===== config.mk =====
export PLATFORM = sky130hd
export DESIGN_NAME = phased_traffic_ctrl
export DESIGN_NICKNAME = d
export VERILOG_FILES = /design/src/rtl/traffic_pkg.sv /design/src/rtl/phased_traffic_ctrl_chk.sv /design/src/rtl/phased_traffic_ctrl_tick_gen.sv /design/src/rtl/phased_traffic_ctrl.sv
export SDC_FILE = /design/constraint.sdc
export NUM_CORES = 1
export LEC_CHECK = 0
export ABC_AREA = 1
export CORE_UTILIZATION = 23
export CTS_CLUSTER_SIZE = 12
export DETAILED_ROUTE_END_ITERATION = 8
export RECOVER_POWER = 50
export REMOVE_ABC_BUFFERS = 1
export SLEW_MARGIN = 20
export SYNTH_ARGS = -nofsm -noshare
export SYNTH_HDL_FRONTEND = slang
export SYNTH_SLANG_ARGS = --single-unit

===== constraint.sdc =====
create_clock -name clk -period 1.8 [get_ports clk]
set_input_delay 0.27 -clock clk [delete_from_list [all_inputs] [get_ports clk]]
set_output_delay 0.27 -clock clk [all_outputs]
set_load 0.05 [all_outputs]

===== src/rtl/traffic_pkg.sv =====
// Shared types and light encodings for the phased traffic controller.
// The FLASH state exists only when TRAFFIC_NIGHT_FLASH_EN is defined.
package traffic_pkg;

  typedef enum logic [2:0] {
    ST_RESET     = 3'd0,
    ST_GREEN     = 3'd1,
    ST_YELLOW    = 3'd2,
    ST_ALLRED    = 3'd3,
    ST_WALK      = 3'd4,
    ST_WALKFLASH = 3'd5
`ifdef TRAFFIC_NIGHT_FLASH_EN
    , ST_FLASH   = 3'd6
`endif
  } state_e;

  // Vehicle lamp encodings {red,yellow,green}
  localparam logic [2:0] RED       = 3'b100;
  localparam logic [2:0] YELLOW    = 3'b010;
  localparam logic [2:0] GREEN     = 3'b001;
  localparam logic [2:0] LAMP_OFF  = 3'b000;

  // Pedestrian lamp encodings {red,green}
  localparam logic [1:0] PEA_RED   = 2'b10;
  localparam logic [1:0] PEA_GREEN = 2'b01;
  localparam logic [1:0] PEA_OFF   = 2'b00;

  // Larger of two integers, used to size the seconds counter.
  function automatic int max_int(input int a, input int b);
    return (a > b) ? a : b;
  endfunction

endpackage


===== src/rtl/phased_traffic_ctrl_chk.sv =====
// Safety invariants on the light outputs: at most one vehicle phase
// showing yellow or green, and no vehicle green while pedestrians see green.
module phased_traffic_ctrl_chk #(
  parameter int N_PHASES = 3
) (
  input logic                  clk,
  input logic                  nreset,
  input logic [3*N_PHASES-1:0] phase_lights,
  input logic [1:0]            pea_lights
);

  function automatic int lit_count(input logic [3*N_PHASES-1:0] pl);
    int n;
    n = 0;
    for (int i = 0; i < N_PHASES; i++) begin
      if (pl[3*i+1] || pl[3*i]) begin
        n = n + 1;
      end else begin
        n = n + 0;
      end
    end
    return n;
  endfunction

  function automatic logic any_green(input logic [3*N_PHASES-1:0] pl);
    logic g;
    g = 1'b0;
    for (int i = 0; i < N_PHASES; i++) begin
      g = g | pl[3*i];
    end
    return g;
  endfunction

  // Evaluate the invariants on every clock edge while out of reset.
  always @(posedge clk) begin
    if (nreset) begin
      assert (lit_count(phase_lights) <= 1);
      assert (!(pea_lights[0] && any_green(phase_lights)));
    end else begin
    end
  end

endmodule


===== src/rtl/phased_traffic_ctrl_tick_gen.sv =====
// One-second tick and half-second flag derived from the system clock.
module tick_gen #(
  parameter int FPGAFREQ = 50_000_000
) (
  input  logic i_clk,
  input  logic i_nreset,
  output logic o_tick,
  output logic o_half
);

  localparam int CW = (FPGAFREQ > 1) ? $clog2(FPGAFREQ) : 1;
  localparam logic [CW-1:0] LAST_CNT = CW'(FPGAFREQ - 1);
  localparam logic [CW-1:0] HALF_CNT = CW'(FPGAFREQ / 2);

  logic [CW-1:0] r_cnt;

  // Free-running divider that wraps once per second.
  always_ff @(posedge i_clk or negedge i_nreset) begin
    if (!i_nreset) begin
      r_cnt <= '0;
    end else if (r_cnt == LAST_CNT) begin
      r_cnt <= '0;
    end else begin
      r_cnt <= r_cnt + CW'(1);
    end
  end

  assign o_tick = (r_cnt == LAST_CNT);
  assign o_half = (r_cnt < HALF_CNT);

endmodule


===== src/rtl/phased_traffic_ctrl.sv =====
// Multi-phase traffic light controller with pedestrian request.
// Optional night flashing mode enabled by macro TRAFFIC_NIGHT_FLASH_EN
// (adds the night input and the FLASH state).
module phased_traffic_ctrl
  import traffic_pkg::*;
#(
  parameter int FPGAFREQ    = 50_000_000,
  parameter int N_PHASES    = 3,
  parameter int T_GREENMAIN = 18,
  parameter int T_GREENSEC  = 10,
  parameter int T_YELLOW    = 4,
  parameter int T_ALLRED    = 1,
  parameter int T_WALK      = 5,
  parameter int T_WALKFLASH = 3,
  parameter int T_RESET     = 3,
  localparam int T_MAX = max_int(max_int(max_int(T_GREENMAIN, T_GREENSEC),
                                         max_int(T_YELLOW, T_ALLRED)),
                                 max_int(max_int(T_WALK, T_WALKFLASH), T_RESET)),
  localparam int SECW = $clog2(T_MAX + 1)
) (
  input  logic                  clk,
  input  logic                  nreset,
  input  logic                  b_npeaton,
`ifdef TRAFFIC_NIGHT_FLASH_EN
  input  logic                  night,
`endif
  output logic [3*N_PHASES-1:0] phase_lights,
  output logic [1:0]            pea_lights,
  output logic                  sol_light,
  output logic [SECW-1:0]       sec_left
);

  localparam int PW = $clog2(N_PHASES);
  localparam logic [PW-1:0]   LAST_PHASE  = PW'(N_PHASES - 1);
  localparam logic [SECW-1:0] L_GREENMAIN = SECW'(T_GREENMAIN - 1);
  localparam logic [SECW-1:0] L_GREENSEC  = SECW'(T_GREENSEC - 1);
  localparam logic [SECW-1:0] L_YELLOW    = SECW'(T_YELLOW - 1);
  localparam logic [SECW-1:0] L_ALLRED    = SECW'(T_ALLRED - 1);
  localparam logic [SECW-1:0] L_WALK      = SECW'(T_WALK - 1);
  localparam logic [SECW-1:0] L_WALKFLASH = SECW'(T_WALKFLASH - 1);
  localparam logic [SECW-1:0] L_RESET     = SECW'(T_RESET - 1);

  state_e          r_state, w_state_nxt;
  logic [PW-1:0]   r_phase, w_phase_nxt;
  logic [SECW-1:0] r_sec, w_sec_nxt;
  logic            r_sync1, r_sync2;
  logic            r_req, w_req_nxt;
  logic            w_walk_go;
  logic            w_tick, w_half;

  tick_gen #(.FPGAFREQ(FPGAFREQ)) u_tick (
    .i_clk    (clk),
    .i_nreset (nreset),
    .o_tick   (w_tick),
    .o_half   (w_half)
  );

  phased_traffic_ctrl_chk #(.N_PHASES(N_PHASES)) u_chk (
    .clk          (clk),
    .nreset       (nreset),
    .phase_lights (phase_lights),
    .pea_lights   (pea_lights)
  );

  // State, phase, timer, request and button synchroniser registers.
  always_ff @(posedge clk or negedge nreset) begin
    if (!nreset) begin
      r_state <= ST_RESET;
      r_phase <= '0;
      r_sec   <= L_RESET;
      r_sync1 <= 1'b1;
      r_sync2 <= 1'b1;
      r_req   <= 1'b0;
    end else begin
      r_state <= w_state_nxt;
      r_phase <= w_phase_nxt;
      r_sec   <= w_sec_nxt;
      r_sync1 <= b_npeaton;
      r_sync2 <= r_sync1;
      r_req   <= w_req_nxt;
    end
  end

  // Next-state logic: count down on ticks, advance on time-up.
  always_comb begin
    w_state_nxt = r_state;
    w_phase_nxt = r_phase;
    w_sec_nxt   = r_sec;
    w_walk_go   = 1'b0;
    if (w_tick) begin
      if (r_sec != '0) begin
        w_sec_nxt = r_sec - SECW'(1);
      end
`ifdef TRAFFIC_NIGHT_FLASH_EN
      else if (night) begin
        w_state_nxt = ST_FLASH;
        w_phase_nxt = '0;
        w_sec_nxt   = '0;
      end
`endif
      else begin
        case (r_state)
          ST_RESET: begin
            w_state_nxt = ST_GREEN;
            w_phase_nxt = '0;
            w_sec_nxt   = L_GREENMAIN;
          end
          ST_GREEN: begin
            w_state_nxt = ST_YELLOW;
            w_sec_nxt   = L_YELLOW;
          end
          ST_YELLOW: begin
            w_state_nxt = ST_ALLRED;
            w_sec_nxt   = L_ALLRED;
          end
          ST_ALLRED: begin
            if (r_phase != LAST_PHASE) begin
              w_state_nxt = ST_GREEN;
              w_phase_nxt = r_phase + PW'(1);
              w_sec_nxt   = L_GREENSEC;
            end else if (r_req) begin
              w_state_nxt = ST_WALK;
              w_sec_nxt   = L_WALK;
              w_walk_go   = 1'b1;
            end else begin
              w_state_nxt = ST_GREEN;
              w_phase_nxt = '0;
              w_sec_nxt   = L_GREENMAIN;
            end
          end
          ST_WALK: begin
            w_state_nxt = ST_WALKFLASH;
            w_sec_nxt   = L_WALKFLASH;
          end
          ST_WALKFLASH: begin
            w_state_nxt = ST_GREEN;
            w_phase_nxt = '0;
            w_sec_nxt   = L_GREENMAIN;
          end
`ifdef TRAFFIC_NIGHT_FLASH_EN
          ST_FLASH: begin
            // Leave night mode through the clearance of the last phase.
            w_state_nxt = ST_ALLRED;
            w_phase_nxt = LAST_PHASE;
            w_sec_nxt   = L_ALLRED;
          end
`endif
          default: begin
            w_state_nxt = ST_RESET;
            w_phase_nxt = '0;
            w_sec_nxt   = L_RESET;
          end
        endcase
      end
    end else begin
      w_sec_nxt = r_sec;
    end
  end

  // Pedestrian request: cleared when WALK starts (that cycle's press is lost).
  always_comb begin
    w_req_nxt = r_req;
    if (w_walk_go) begin
      w_req_nxt = 1'b0;
    end else if (!r_sync2 && (r_state != ST_WALK) && (r_state != ST_WALKFLASH)) begin
      w_req_nxt = 1'b1;
    end else begin
      w_req_nxt = r_req;
    end
  end

  // Lamp decode from the state registers.
  always_comb begin
    phase_lights = {N_PHASES{RED}};
    for (int i = 0; i < N_PHASES; i++) begin
      case (r_state)
        ST_GREEN:  phase_lights[3*i +: 3] = (r_phase == PW'(i)) ? GREEN : RED;
        ST_YELLOW: phase_lights[3*i +: 3] = (r_phase == PW'(i)) ? YELLOW : RED;
`ifdef TRAFFIC_NIGHT_FLASH_EN
        ST_FLASH:  phase_lights[3*i +: 3] = (i == 0) ? (w_half ? YELLOW : LAMP_OFF)
                                                      : (w_half ? RED : LAMP_OFF);
`endif
        default:   phase_lights[3*i +: 3] = RED;
      endcase
    end
    case (r_state)
      ST_WALK:      pea_lights = PEA_GREEN;
      ST_WALKFLASH: pea_lights = {1'b0, w_half};
`ifdef TRAFFIC_NIGHT_FLASH_EN
      ST_FLASH:     pea_lights = PEA_OFF;
`endif
      default:      pea_lights = PEA_RED;
    endcase
  end

  assign sol_light = r_req;
  assign sec_left  = r_sec;

endmodule

[After elaboration in Yosys (flattened, before gate mapping)]
Cells that the tools add are included.
Storage, ports and cells
  bits of input ports: 3
  word-level logic and storage cells: 64
  register bits after elaboration: 39
  output and inout port bits: 17
Cells by class
  equality and inequality tests: 12
  add/sub/neg operators: 3
  bitwise gates (word level): 2
  reduce and logical (&&, ||, !) cells: 11
  multiplexer cells: 28
  magnitude comparators: 1
Operators with widths (number)
  $add A26 B1 Y26 const B: 1
  $eq A26 B26 Y1 const B: 1
  $lt A26 B25 Y1 const B: 1
  $mux W26: 1
  $mux W3: 8
  $pmux W5 S4: 1
  $pmux W3 S2: 3
  $mux W5: 3
  $pmux W3 S5: 1
  $ne A3 B3 Y1 const B: 3
  $pmux W2 S2: 2
  $mux W1: 7
  $eq A3 B2 Y1 const B: 2
  $eq A3 B3 Y1 const B: 2
  $reduce_bool A5 Y1: 1
  $sub A5 B1 Y5 const B: 1
  $mux W2: 2
  $reduce_and A4 Y1: 1
  $eq A3 B1 Y1 const B: 1
  $logic_not A3 Y1: 1
  $reduce_or A3 Y1: 1
  $add A2 B1 Y2 const B: 1
  $eq A2 B1 Y1 const B: 1
  $eq A2 B2 Y1 const B: 1
  8 further kinds: 10

[Longest topological paths before layout]
Gate-level depths: netlist (run 1).
  word-level depth: 6
  depth in mapped cells: 11
  gate-level depth less buffers: 10

[Modules after synthesis]
Synthesis (run 1) repeated with hierarchy kept, for this count alone.
Unflattened totals
  cells, all modules: 353
  area, all modules: 2504.9 um^2
By module, submodules not included
  tick_gen: times used 1, cells each 242, sequential area each 650.6 um^2, area an instance 1660.3 um^2
  phased_traffic_ctrl: times used 1, cells each 111, sequential area each 329.1 um^2, area an instance 844.6 um^2

[Worst setup path after synthesis (run 1)]
Ideal clock, no wire load.
  path type: reg-to-reg
  from: reg r_sec[0] (netlist: sec_left[0])
  to: reg r_sec[3] (netlist: sec_left[3])
  cell stages (with the launch flop): 9
  clock period less this slack: 1.801 ns
  arrival time: 1.674 ns
  path buffers: 0
  setup time: 0.127 ns
  setup slack: -0.001 ns
  required time: 1.673 ns
  cell sequence: dfrtp_1 -> inv_1 -> ha_1 -> nand3_1 -> clkinv_1 -> nand3_1 -> o21ai_0 -> nand2_1 -> o21ai_0
Between the ends
  word-level cells in the longest chain between the ends: 2
  elaborated cells on any way between the ends: 3
  classes of those cells: add/sub (1); mux (1); reduce/logical (1)
RTL lines
  start, declared: line phased_traffic_ctrl.sv:45  | logic [SECW-1:0] r_sec, w_sec_nxt;
  start signal, assigned: line phased_traffic_ctrl.sv:77  | r_sec <= w_sec_nxt;
  $sub A5 B1 Y5 / $reduce_bool A5 Y1 (equally long branches): line phased_traffic_ctrl.sv:92, phased_traffic_ctrl.sv:91
  $mux W5 (*): line phased_traffic_ctrl.sv:91  | if (r_sec != '0) begin
Every way passes the cells marked *; elsewhere a longest branch is shown, timed or not.
A chain may end at the register's enable or synchronous reset.

[Worst setup path in the final report (run 1)]
  from: reg u_tick.r_cnt[10]
  to: out pea_lights[0]
Between the ends
  word-level cells in the longest chain between the ends: 2
RTL lines
  start, declared: line phased_traffic_ctrl_tick_gen.sv:15  | logic [CW-1:0] r_cnt;
  start signal, assigned: line phased_traffic_ctrl_tick_gen.sv:24  | r_cnt <= r_cnt + CW'(1);
  $lt A26 B25 Y1: line phased_traffic_ctrl_tick_gen.sv:29  | assign o_half = (r_cnt < HALF_CNT);
  $pmux W2 S2: line phased_traffic_ctrl.sv:186  | case (r_state)
  end, declared: line phased_traffic_ctrl.sv:28  | output logic [1:0] pea_lights,
Every way passes these cells.

==> results of run 1 <==
metal layers:
layer  wire length [µm]  track usage
met2               3070        0.200
met4                 98       0.0397
met1               2990        0.151
met3                289       0.0288
met5                  0            0
repair_timing:
item / 4_1_cts / 5_1_grt
setup endpoints to repair: 7 / 30
pin swaps: 0 / 14
resized for setup: 11 / 35
setup buffers: 12 / 16
hold buffers: 1 / 0
endpoints found under the hold margin: 17 / 0
per-stage QoR:
| step | worst slack (ns) | std cells |
|---|---|---|
| 2_1_floorplan | -0.0182 | 380 |
| 3_3_place_gp | 0.165 | 541 |
| 3_5_place_dp | 0.0736 | 541 |
| 4_1_cts | -0.00266 | 562 |
| 5_1_grt | -0.0561 | 578 |
| 6_report | 0.0330 | 578 |
critical path: stages (launching register included):
cell and delay (ns):
dfrtp_1 0.44, nand2_2 0.10, nor2_4 0.14, nand3_1 0.07, nand2_1 0.07, nand2_1 0.06, nand4_1 0.08, nand2_2 0.08
buf_12 0.15
path summary, 6_finish.rpt:
check,endpoint,cells after the start
setup / recovery,pea_lights[0],8
hold / removal,r_sync2,0
setup reg to reg,r_phase[0],11
hold reg to reg,r_sync2,0
max in group asynchronous,r_sync2,3
min in group asynchronous,u_tick.r_cnt[11],2
synthesized netlist by cell type:
cell and count:
clkinv_1 1, and3_1 1, nor2_1 96, inv_1 52, nand2_1 115, buf_4 1, o21ai_0 11, ha_1 3
nand2_4 1, xnor2_1 6, nor2_4 2, xor2_1 7, nand3_1 28, a21oi_1 1, nor2_2 1, clkbuf_1 1
dfstp_2 3, inv_2 2, nor3_1 3, nand2_2 2, o21ai_1 3, nand4_1 4, dfrtp_1 36, buf_6 2
nand3_2 2
area by class of cell:
class / count / area, µm²
inverter: 55 / 206
sequential: 39 / 991
multi-input combinational: 286 / 1380
tap: 136 / 170
timing repair buffer: 54 / 567
clock buffer: 5 / 68.8
clock inverter: 3 / 47.5
fill: 1109 / 6990
cells by family after synthesis:
family	share of synthesized area
buffers and inverters	0.0962
adder cells (fa/ha/maj)	0.0150
AND/OR/NAND/NOR	0.421
flip-flops	0.392
XOR/XNOR	0.0456
AO/OA/AOI/OAI	0.0301
registers in the layout, summed over array words and instances (netlist names):
signal	count
r_state	3
sec_left	5
u_tick.r_cnt	26
r_sync2	1
r_phase	2
r_sync1	1
sol_light	1
power groups by stage:
| stage | registers [mW] | clock network (mW) | logic [mW] |
|---|---|---|---|
| floorplan | 0.897 | 0 | 0.000536 |
| global placement | 0.897 | 0 | 0.0272 |
| detailed placement | 0.897 | 0 | 0.0276 |
| CTS | 0.880 | 0.799 | 0.0296 |
| global route | 0.880 | 0.835 | 0.0317 |
| finish | 0.880 | 0.778 | 0.0260 |
==> results.py, run 1 <==
metrics = {
    "drt": {
        "routed_via_density": 4.28,
        "ant_nets": 0,
        "drt_iter0_drc": 83,
        "routed_wirelength_mm": 6.45,
        "drc": 0,
        "post_drt_wl_per_cell_um": 11.2,
        "drt-pass1-iter-count": 5,
        "route.vias.total": 2476,
    },
    "worst_setup_path": {
        "crit_fanout": 4,
        "crit_type": "reg2out",
        "crit_path_end_kind": "output pin",
        "rr_startpoint": "u_tick.r_cnt[10]",
        "rrSetupSlack_ns": 0.04,
        "startpoint": "u_tick.r_cnt[10]",
        "required_ns": 1.53,
        "start_kind": "flop",
        "arrival_ns": 1.50,
    },
    "pwr": {
        "leakage_nw": 1.61,
        "p_switching_mw": 0.376,
        "total_power_mw": 1.68,
        "power_density_mw_per_mm2": 491,
        "p_int_mw": 1.31,
        "switching_share": 0.223,
        "vdd.ir_drop.worst_v": 0.000325,
        "combPwrFrac": 0.015,
        "clockPowerShare": 0.462,
        "p_seq_frac": 0.523,
    },
    "timing": {
        "tightest_slew_ns": 1.05,
        "fin_crit_sh": 0.982,
        "tns_ns": 0,
        "setup_viol": 0,
        "period_minus_slack_ns": 1.77,
        "skew_ns": 0.00691,
        "rsz0062_at_grt": "yes",
        "final_max_slew_viol_count": 0,
        "hold_viol_final": 0,
        "slew_headroom": 0.297,
        "timing.fmax_ghz": 0.566,
        "hold_slack_ns": 0.360,
    },
    "logic_synthesis": {
        "yosys.area.top_type": "dfrtp_1",
        "synth.avg_cell_area_um2": 6.50,
        "synth_area_leaders": "dfrtp_1 (36%), nand2_1 (17%), nor2_1 (14%), inv_1 (7.8%), nand3_1 (5.6%)",
        "yosysSeqAreaShare": 0.392,
        "ys_ff_latch": 39,
        "syn_area_mm2": 0.00250,
        "yosys.area.top_type_share": 0.361,
        "ys_types": 25,
        "ys_warn_count": 0,
        "syn_inst": 384,
    },
    "cts": {
        "clk_pin_slew_ns": 0.09,
        "ctsLongestPathBuffers": 2,
        "insertion_delay_ns": 0.31,
        "cts_tree": "yes",
        "numCtsBuffers": 5,
        "cts-htree-levels": 2,
        "root_buffer": "clkbuf_8",
        "cts.sink_count": 39,
    },
    "global_routing": {
        "grtUsageTotal": 0.120,
        "grt_start_max_net_pins": 23,
        "grt_pass1_vias": 2429,
        "grt_overflow": 0,
        "grt_antenna_before_repair": 0,
        "grt_pass1_wl_mm": 10.8,
    },
    "finish": {
        "utilization": 0.329,
        "antenna_cells": 0,
        "stdcell_area_mm2": 0.00343,
        "fin_nets": 447,
        "area_growth_pct": 37.3,
        "drive_gt1_frac": 0.247,
        "mostFrequentLayoutCells": "nand2_1 (104), nor2_1 (86), inv_1 (48)",
        "final_common_cell": "nand2_1",
    },
    "job": {
        "maxCapViolCount": 0,
    },
    "floorplanning": {
        "ioPinCount": 20,
        "dieWidth_um": 106,
        "rows": 37,
        "dieArea_mm2": 0.0113,
        "initial_core_util": 0.240,
        "core_area_mm2": 0.0104,
        "die-height_um": 106,
    },
    "run_status": {
        "status": "completed",
    },
    "min_path": {
        "hold_path_class": "reg2reg",
        "hold_start": "r_sync1",
    },
    "placement": {
        "dp_hpwl_mm": 4.71,
        "gp_congestion": 0.877,
        "port_buffers": 19,
        "place_area_mm2": 0.00297,
    },
}
Power figures use the tool's default switching activity.
==> run 2, diff against run 1 <==
Settings changed: CTS_CLUSTER_SIZE 12 to 28.
==> results of run 2 <==
Final layout, timing and power as in run 1 (identical DEF).
==> run 3, diff against run 2 <==
Clock period 1.8 ns to 1.5 ns, I/O delays scaled along.
==> results.py, run 3 (synthesis gave the netlist of run 1 again) <==
metrics = {
    "worst_setup_path": {
        "crit_fanout": 3,
        "start_kind": "flop",
        "rr_startpoint": "u_tick.r_cnt[17]",
        "r2r_end": "sol_light",
        "crit_type": "reg2out",
        "rrSetupSlack_ns": -0.21,
        "crit_path_end_kind": "output pin",
        "crit_path_end": "pea_lights[0]",
        "ff2ff_path_depth": 10,
        "startpoint": "u_tick.r_cnt[13]",
        "required_ns": 1.27,
        "arrival_ns": 1.49,
    },
    "cts": {
        "cts.sink_count": 39,
        "ctsLongestPathBuffers": 2,
        "root_buffer": "clkbuf_8",
        "numCtsBuffers": 5,
        "clk_pin_slew_ns": 0.08,
        "cts-htree-levels": 2,
        "insertion_delay_ns": 0.29,
        "cts_tree": "yes",
    },
    "finish": {
        "area_growth_pct": 64.3,
        "drive_gt1_frac": 0.403,
        "utilization": 0.394,
        "antenna_cells": 0,
        "seq_area_um2": 986,
        "fin_nets": 479,
        "multi_input_area_mm2": 0.00170,
        "final_common_cell": "nand2_1",
        "largest_register_ffs": 26,
        "top_register": "u_tick.r_cnt",
        "mostFrequentLayoutCells": "nand2_1 (94), nor2_1 (58), buf_4 (55)",
        "fill_cells": 1035,
    },
    "timing": {
        "rsz0062_at_grt": "yes",
        "tns_ns": -4.89,
        "skew_ns": 0.00884,
        "tightest_slew_ns": 0.981,
        "hold_viol_final": 0,
        "setup_slack_ns": -0.215,
        "final_max_slew_viol_count": 0,
        "fin_crit_sh": 1.14,
        "period_minus_slack_ns": 1.72,
        "hold_slack_ns": 0.360,
        "setup_viol": 35,
        "slew_headroom": 0.346,
        "timing.fmax_ghz": 0.583,
    },
    "floorplanning": {
        "initial_core_util": 0.240,
        "dieWidth_um": 106,
        "core_area_mm2": 0.0104,
        "rows": 37,
        "ioPinCount": 20,
        "dieArea_mm2": 0.0113,
        "die-height_um": 106,
    },
    "global_routing": {
        "grt_overflow": 0,
        "grt_start_max_net_pins": 40,
        "grt_pass1_wl_mm": 11.5,
        "grt_pass1_vias": 2585,
        "grtUsageTotal": 0.128,
        "grt_antenna_before_repair": 0,
    },
    "pwr": {
        "power_density_mw_per_mm2": 460,
        "vdd.ir_drop.worst_v": 0.000295,
        "leakage_nw": 1.87,
    },
    "drt": {
        "routed_wirelength_mm": 7.22,
        "route.vias.total": 2644,
        "drc": 0,
        "post_drt_wl_per_cell_um": 11.8,
        "drt-pass1-iter-count": 4,
        "ant_nets": 0,
        "routed_via_density": 4.33,
        "drt_iter0_drc": 87,
    },
    "placement": {
        "dp_hpwl_mm": 4.87,
        "port_buffers": 19,
        "gp_congestion": 0.914,
    },
    "job": {
        "maxCapViolCount": 0,
    },
    "min_path": {
        "hold_path_class": "reg2reg",
    },
    "run_status": {
        "status": "finished, violations left",
        "violations": "setup timing",
    },
}
[run 3: changes by cell type in the layout (fill, tap and decap cells not counted), moves of 6 or more]
cell     change
nand2_1     -10
o21ai_0      -6
nor2_4      +23
buf_12       +6
buf_4       +19
nand2_4      +6
nor2_1      -28
[run 3: cell type report]
cell class | count | share of cell area
repair buffers | 86 | 0.227
well taps | 136 | 0.0415
inverters | 55 | 0.0525
multi-input cells | 286 | 0.414
flip-flops and latches | 39 | 0.240
clock buffers | 8 | 0.0244
[run 3: what timing repair did]
action,4_1_cts,5_1_grt
setup endpoints to repair,22,43
cloned,0,2
hold endpoints to repair,25,0
setup buffers,18,10
hold buffers,1,0
pin swaps,10,31
resized for setup,64,84
[run 3: layer usage]
layer  GRT usage  vias to the layer above  wire, µm
met2       0.225                       62      3670
met3      0.0258                       11       320
met5           0                        -         0
met1       0.155                     1222      3160
li1            -                     1349         -
met4      0.0387                        0        72
[run 3: worst max-delay path, cell delays in order (launching register included)]
cell and delay [ns]:
dfrtp_1 0.40, nand2_2 0.11, inv_1 0.08, nand3_1 0.08, nor2_1 0.13, nand3_2 0.09, nand4_1 0.09, nand2_2 0.08
buf_12 0.15
[run 3: worst min-delay path by stage]
stage | startpoint | to | cells past startpoint
after detailed placement | nreset | u_tick.r_cnt[6] | 2
after global routing | r_sync1 | r_sync2 | 0
after floorplan | nreset | r_phase[0] | 0
after global placement | nreset | u_tick.r_cnt[9] | 2
final | r_sync1 | r_sync2 | 0
after CTS | b_npeaton | r_sync1 | 1
[run 3: through the flow]
step / instance area, µm² / power (mW) / std cells / setup slack (ns)
2_1_floorplan: 2460 / 1.08 / 380 / -0.318
3_3_place_gp: 3270 / 1.11 / 572 / -0.0120
3_5_place_dp: 3270 / 1.11 / 572 / -0.0266
4_1_cts: 3700 / 1.91 / 599 / -0.215
5_1_grt: 4100 / 1.96 / 610 / -0.323
6_report: 4100 / 1.89 / 610 / -0.215
[run 3: where the power goes]
part | switching (mW) | leakage [nW] | internal [mW] | total, mW
Sequential | 0.000812 | 0.506 | 1.06 | 1.06
Combinational | 0.0212 | 1.31 | 0.00548 | 0.0267
Clock | 0.384 | 0.0515 | 0.420 | 0.805
Total | 0.406 | 1.87 | 1.48 | 1.89
